$ cat config.mk
export PLATFORM = sky130hd
export DESIGN_NAME = fetch_unit
export DESIGN_NICKNAME = d
export VERILOG_FILES = /design/src/rtl/fetch_unit.sv
export SDC_FILE = /design/constraint.sdc
export NUM_CORES = 1
export LEC_CHECK = 0
export BUFFER_PORTS_ARGS = -buffer_cell sky130_fd_sc_hd__buf_2
export CORE_MARGIN = 10
export CORE_UTILIZATION = 40
export DETAILED_ROUTE_END_ITERATION = 8
export SYNTH_ARGS = -nofsm -noshare
export SYNTH_HDL_FRONTEND = slang
export SYNTH_SLANG_ARGS = --single-unit
$ cat constraint.sdc
create_clock -name clk -period 3.84 [get_ports clk]
set_clock_uncertainty 0.15 [all_clocks]
set_input_delay 0.768 -clock clk [delete_from_list [all_inputs] [get_ports clk]]
set_output_delay 0.768 -clock clk [all_outputs]
set_load 0.01 [all_outputs]
$ cat src/rtl/fetch_unit.sv
// -----------------------------------------------------------------------------
// fetch_unit
//
// Instruction fetch stage with a small byte-addressed instruction memory.
// Each accepted cycle presents one 32-bit little-endian word read at the
// internal pc through a registered ready/valid output stage.
//
// Redirects load a new pc and flush the output. The first instruction from the
// new target appears one advancing edge after the redirect edge.
//
// The memory is loaded through a byte-wide program port. It is not cleared by
// reset.
//
// Parameters
//   XLEN       width of pc / redirect address
//   MEM_BYTES  instruction memory size in bytes (power of two, >= 4)
//   RESET_PC   pc value loaded while reset is asserted
//
// Ports
//   clk             clock, rising edge
//   reset           asynchronous, active-high reset
//   redirect_valid  branch/jump request this cycle
//   redirect_pc     redirect target address
//   out_ready       decode stage accepts the output this cycle
//   out_valid       out_pc/out_inst hold a valid fetched instruction
//   out_pc          address of the instruction in out_inst
//   out_inst        fetched instruction word
//   prog_we         program-load byte write enable
//   prog_addr       program-load byte address
//   prog_data       program-load byte data
//   fault           sticky misaligned-redirect flag
//
// Build option
//   FETCH_MISALIGN_CHECK_EN
//     When defined, a redirect to a non-word-aligned target sets a sticky
//     fault and halts fetch until reset.
//     When undefined, the two low target bits are dropped and fault is 0.
// -----------------------------------------------------------------------------
module fetch_unit #(
  parameter int unsigned     XLEN      = 32,
  parameter int unsigned     MEM_BYTES = 64,
  parameter logic [XLEN-1:0] RESET_PC  = '0
) (
  input  logic                         clk,
  input  logic                         reset,
  input  logic                         redirect_valid,
  input  logic [XLEN-1:0]              redirect_pc,
  input  logic                         out_ready,
  output logic                         out_valid,
  output logic [XLEN-1:0]              out_pc,
  output logic [31:0]                  out_inst,
  input  logic                         prog_we,
  input  logic [$clog2(MEM_BYTES)-1:0] prog_addr,
  input  logic [7:0]                   prog_data,
  output logic                         fault
);

  localparam int unsigned AW = $clog2(MEM_BYTES);

  typedef enum logic [0:0] {
    ST_FETCH,
    ST_HALT
  } state_t;

  // ---------------------------------------------------------------------------
  // Instruction memory
  // ---------------------------------------------------------------------------
  // Contents power up as zero and are deliberately left out of the reset
  // domain, so a reset keeps the loaded program.
  logic [7:0] r_mem [MEM_BYTES] = '{default: 8'h00};

  always_ff @(posedge clk) begin
    if (prog_we) begin
      r_mem[prog_addr] <= prog_data;
    end
  end

  // ---------------------------------------------------------------------------
  // State registers
  // ---------------------------------------------------------------------------
  state_t          r_state;
  logic [XLEN-1:0] r_pc;
  logic            r_out_valid;
  logic [XLEN-1:0] r_out_pc;
  logic [31:0]     r_out_inst;

  state_t          w_state_nxt;
  logic [XLEN-1:0] w_pc_nxt;
  logic            w_out_valid_nxt;
  logic [XLEN-1:0] w_out_pc_nxt;
  logic [31:0]     w_out_inst_nxt;

`ifdef FETCH_MISALIGN_CHECK_EN
  logic            r_fault;
  logic            w_fault_nxt;
`endif

  // ---------------------------------------------------------------------------
  // Combinational word read at pc
  // ---------------------------------------------------------------------------
  // Each byte index wraps independently at the top of memory. A word fetched
  // at MEM_BYTES-2 therefore takes its upper bytes from address 0 onward.
  logic [AW-1:0] w_idx0;
  logic [AW-1:0] w_idx1;
  logic [AW-1:0] w_idx2;
  logic [AW-1:0] w_idx3;
  logic [31:0]   w_word;
  logic          w_advance;

  assign w_idx0 = r_pc[AW-1:0];
  assign w_idx1 = w_idx0 + AW'(1);
  assign w_idx2 = w_idx0 + AW'(2);
  assign w_idx3 = w_idx0 + AW'(3);

  // The read happens before the edge. A program write on the same edge is
  // therefore not visible to that fetch.
  assign w_word = {r_mem[w_idx3], r_mem[w_idx2], r_mem[w_idx1], r_mem[w_idx0]};

  // The output register can take a new word when it is empty or being consumed.
  assign w_advance = !r_out_valid || out_ready;

  // ---------------------------------------------------------------------------
  // Next-state / datapath logic
  // ---------------------------------------------------------------------------
  always_comb begin
    w_state_nxt     = r_state;
    w_pc_nxt        = r_pc;
    w_out_valid_nxt = r_out_valid;
    w_out_pc_nxt    = r_out_pc;
    w_out_inst_nxt  = r_out_inst;
`ifdef FETCH_MISALIGN_CHECK_EN
    w_fault_nxt     = r_fault;
`endif

    case (r_state)
      ST_FETCH: begin
        if (redirect_valid) begin
          // A redirect outranks both advance and stall. The word currently
          // held at the output is dropped, so no stale instruction escapes.
          w_out_valid_nxt = 1'b0;
`ifdef FETCH_MISALIGN_CHECK_EN
          if (redirect_pc[1:0] != 2'b00) begin
            w_fault_nxt = 1'b1;
            w_state_nxt = ST_HALT;
          end else begin
            w_pc_nxt = redirect_pc;
          end
`else
          w_pc_nxt = redirect_pc & ~XLEN'(3);
`endif
        end else if (w_advance) begin
          w_out_valid_nxt = 1'b1;
          w_out_pc_nxt    = r_pc;
          w_out_inst_nxt  = w_word;
          w_pc_nxt        = r_pc + XLEN'(4);
        end
      end

      ST_HALT: begin
        // Fetch stops and further redirects are ignored. Only reset leaves
        // this state.
        w_out_valid_nxt = 1'b0;
      end

      default: begin
        w_state_nxt     = ST_FETCH;
        w_out_valid_nxt = 1'b0;
      end
    endcase
  end

  always_ff @(posedge clk or posedge reset) begin
    if (reset) begin
      r_state     <= ST_FETCH;
      r_pc        <= RESET_PC;
      r_out_valid <= 1'b0;
      r_out_pc    <= '0;
      r_out_inst  <= '0;
    end else begin
      r_state     <= w_state_nxt;
      r_pc        <= w_pc_nxt;
      r_out_valid <= w_out_valid_nxt;
      r_out_pc    <= w_out_pc_nxt;
      r_out_inst  <= w_out_inst_nxt;
    end
  end

`ifdef FETCH_MISALIGN_CHECK_EN
  always_ff @(posedge clk or posedge reset) begin
    if (reset) begin
      r_fault <= 1'b0;
    end else begin
      r_fault <= w_fault_nxt;
    end
  end

  assign fault = r_fault;
`else
  assign fault = 1'b0;
`endif

  assign out_valid = r_out_valid;
  assign out_pc    = r_out_pc;
  assign out_inst  = r_out_inst;

endmodule

# Yosys cells after proc, flatten, opt, wreduce, memory -nomap -nowiden
# Memories as Yosys holds them, arrays and structs flattened. A register that Yosys moved wholly into a read port is not among the register bits.
# Cells that the tools add are included.
# Widths: inputs -> output; s select.
[word_totals]
reg_bits = 65
memories = 1
output_inout_bits = 66
in_bits = 51
elab_cells = 19
ram_bits = 512
[op_classes]
reduce_logical = 4
n_bitwise = 1
n_mux = 6
addsub = 4
[memory_table]
columns = ["name", "words", "width", "rd", "rd_clocked_by_memory_dff", "write_ports", "line", "rtl"]
rows = [
  ["r_mem", 64, 8, 4, 4, 1, "70", "logic [7:0] r_mem [MEM_BYTES] = '{default: 8'h00};"],
]
[ops]
columns = ["cell", "count"]
rows = [
  ["$mux 32", 2],
  ["$add 32x3->32 const B", 1],
  ["$add 6x2->6 const B", 2],
  ["$add 6x1->6 const B", 1],
  ["$mux 1", 4],
  ["$reduce_and 2->1", 1],
  ["$reduce_bool 2->1", 1],
  ["$logic_not 1->1", 1],
  ["$logic_or 1x1->1", 1],
  ["$not 1->1", 1],
]

# Depth between registers and ports, before layout
[logic_depth]
word_depth = 4
depth_mapped = 8
depth_no_buf = 4

# Worst setup path after synthesis
# Ideal clock, no wire load.
[synth_path]
path_kind = "input -> register"
startpoint = "input port prog_addr[4]"
endpoint = "memory r_mem[23][0] (enable)"
arrival_ns = 1.978
cell_stages = 4
n_path_buf = 2
setup_time_ns = 0.370
slack_ns = 1.342
t_required_ns = 3.320
cell_sequence = "clkbuf_1 -> or3b_2 -> clkbuf_1 -> nor2_1"
[synth_rtl]
columns = ["element", "line", "rtl"]
rows = [
  ["start: declaration", "53", "input logic [$clog2(MEM_BYTES)-1:0] prog_addr,"],
  ["end: declaration", "70", ""],
]
# No word-level cell before the write port.

# Worst setup path in the final report
[layout_path]
startpoint = "register r_pc[5]"
endpoint = "register r_pc[20]"
[layout_via]
elab_chain_len = 3
[layout_rtl]
columns = ["element", "line", "rtl"]
rows = [
  ["start: declaration", "82", "logic [XLEN-1:0] r_pc;"],
  ["start signal: assignment", "181", "r_pc <= w_pc_nxt;"],
  ["$add 32x3->32", "155", "w_pc_nxt = r_pc + XLEN'(4);"],
  ["$mux 32", "151", "end else if (w_advance) begin"],
  ["$mux 32", "137", "if (redirect_valid) begin"],
]
# Every way passes these cells. The select of a mux whose other input is x is not followed.
# A chain may end at the register's enable or synchronous reset.

==> flow_metrics.py <==
metrics = {
    "placed_design": {
        "placedInstanceArea_um2": 25300,
        "place.gp.congestion": 0.782,
        "dpl.hpwl_um": 35700,
        "io_buffers": 111,
        "pre_cts_slack_ps": 950,
        "dp_cells": 2237,
    },
    "clocking": {
        "path_clk_slew_ps": 60,
        "postCtsSetupRepairBufs": 0,
        "cts-root-buf": "clkbuf_16",
        "ctsResizeCount": 0,
        "cts_tree": "built",
        "cts.path.max_buffers": 3,
        "clock_latency_ps": 590,
        "numCtsBuffers": 66,
        "htreeDepth": 3,
        "clock_sinks": 605,
        "holdBufCountCts": 0,
    },
    "synth": {
        "ys_seq_area_frac": 0.746,
        "syn_area_per_cell_um2": 17.2,
        "synth_cell_types": 52,
        "ys_warn_count": 0,
        "yosysTopAreaCellShare": 0.648,
        "syn_area_um2": 23700,
        "synth_common_cells": "edfxtp_1, nand2_1, nor2_1",
        "yosys-top-cells-area": "edfxtp_1, dfrtp_1, mux4_2",
        "netlist_instances": 1380,
        "synth_ff_type": "edfxtp_1",
        "synth_top_area_cell": "edfxtp_1",
        "async_flop_share": 0.154,
        "synth_seq_cells": 605,
        "synth-edff-count": 512,
        "yosysMostFrequentCell": "edfxtp_1",
    },
    "sta": {
        "worst_pin_slew_ps": 1220,
        "rsz0062_at_grt": "no",
        "drv_slew": 0,
        "maxClockFrequency_mhz": 360,
        "finalCritPeriodShare": 0.724,
        "setup_slack_ps": 1060,
        "finalSetupViolations": 0,
        "holdWs_ps": 241,
        "relSlewSlack": 0.187,
        "post-route-min-period_ps": 2780,
        "hold_viol_final": 0,
        "setup_tns_ps": 0,
    },
    "floorplan": {
        "io_pins": 117,
        "fp-row-count": 89,
        "die_height_um": 264,
        "die_area_um2": 69500,
        "die_x_um": 264,
        "core_area_um2": 58900,
        "start_util": 0.403,
    },
    "global_routing": {
        "grt_use_total": 0.162,
        "grt_pass1_wl_um": 85900,
        "grt_pass1_vias": 13200,
        "antenna_found_initial": 6,
        "overflow": 0,
        "grt_start_max_net_pins": 75,
    },
    "setup_path": {
        "arrival_ps": 3140,
        "path_max_fanout": 16,
        "crit_required_ps": 4200,
        "cp-start-kind": "flop",
        "end_kind": "flop",
        "crit_type": "flop to flop",
    },
    "cells_and_area": {
        "area_growth_pct": 15.8,
        "drive_above_1_share": 0.231,
        "final_cells": 2356,
        "final_core_util": 0.466,
        "final_area_um2": 27500,
        "nets": 1584,
    },
    "pwr": {
        "power_density_nw_per_um2": 557,
        "p_leak_nw": 9.45,
        "ir_drop_uv": 357,
        "power_mw": 15.3,
    },
    "detailed_routing": {
        "drc": 0,
        "drtIter0Drc": 1152,
        "vias": 13000,
        "wl_per_cell_um": 24.1,
        "drt_wl_total_um": 56700,
        "drt_pass1_iterations": 5,
        "ant_nets": 0,
        "viasPerCell": 5.52,
    },
    "worst_hold_path": {
        "min_path_type": "input port to flop",
    },
    "outcome": {
        "status": "completed",
    },
    "run": {
        "cap_violations": 0,
    },
}
## worst paths after layout
check | from | to | slack [ps] | depth (start not counted)
min in group asynchronous | reset | out_pc[7] | 290 | 2
setup / recovery | r_pc[5] | r_pc[20] | 1060 | 4
hold reg to reg | out_pc[4] | out_pc[4] | 320 | 1
setup reg to reg | r_pc[5] | r_pc[20] | 1060 | 4
max in group asynchronous | reset | out_inst[4] | 2440 | 3
hold / removal | redirect_pc[14] | r_pc[14] | 240 | 3
## metal layers
| metal | global-route usage | share of wire | vias to the layer above | wire, µm |
|---|---|---|---|---|
| li1 | - | - | 5731 | - |
| met1 | 0.222 | 0.44 | 6737 | 24900 |
| met2 | 0.251 | 0.47 | 438 | 26500 |
| met3 | 0.0443 | 0.075 | 82 | 4260 |
| met4 | 0.0395 | 0.017 | 10 | 989 |
| met5 | 0 | 0.0010 | - | 59 |
## kinds of logic after synthesis
group | after synthesis | synth area share
DFF | 605 | 0.746
muxes | 185 | 0.127
and+or+nand+nor | 334 | 0.0653
buffers and inverters | 87 | 0.0157
xor gates and xnor gates | 9 | 0.00332
adders and majority gates | 1 | 0.000527
other | 1 | 0.000158
AOI/OAI and AO/OA | 158 | 0.0424
## worst max-delay path: stages, from the launching register on
cell and delay, ps:
dfrtp_1 700, nand3_1 290, or4b_1 800, or4_1 600, a31oi_1 170
## report_power, final
group	switching [mW]	total [mW]	internal, mW
clock	2.54	6.22	3.68
sequential	0.166	7.50	7.34
combinational	0.929	1.57	0.636
## flip-flops by register name (all words and copies together) (netlist names)
name and flops:
r_pc 30, out_inst 32, out_valid 1, r_mem 512, out_pc 30
## area by class of cell
| cell class | instances | area, µm² |
|---|---|---|
| fill | 4964 | 31400 |
| timing repair buffer | 162 | 951 |
| tap | 773 | 967 |
| sequential | 605 | 17700 |
| antenna | 1 | 2.50 |
| inverter | 7 | 28.8 |
| multi-input combinational | 690 | 5670 |
| clock inverter | 24 | 303 |
| clock buffer | 94 | 1830 |
## cells in the final DEF, fill, tap and decap left out, drive strengths merged, types with 15 or more instances in the layout
master  count
nor3       25
nand2     117
nand3      19
clkinv     15
a21oi      19
a22oi      24
buf       162
nor2       99
o21ai      38
clkbuf     94
dfrtp      93
o22ai      35
mux4       91
mux2i      85
edfxtp    512
Power figures use the tool's default switching activity.
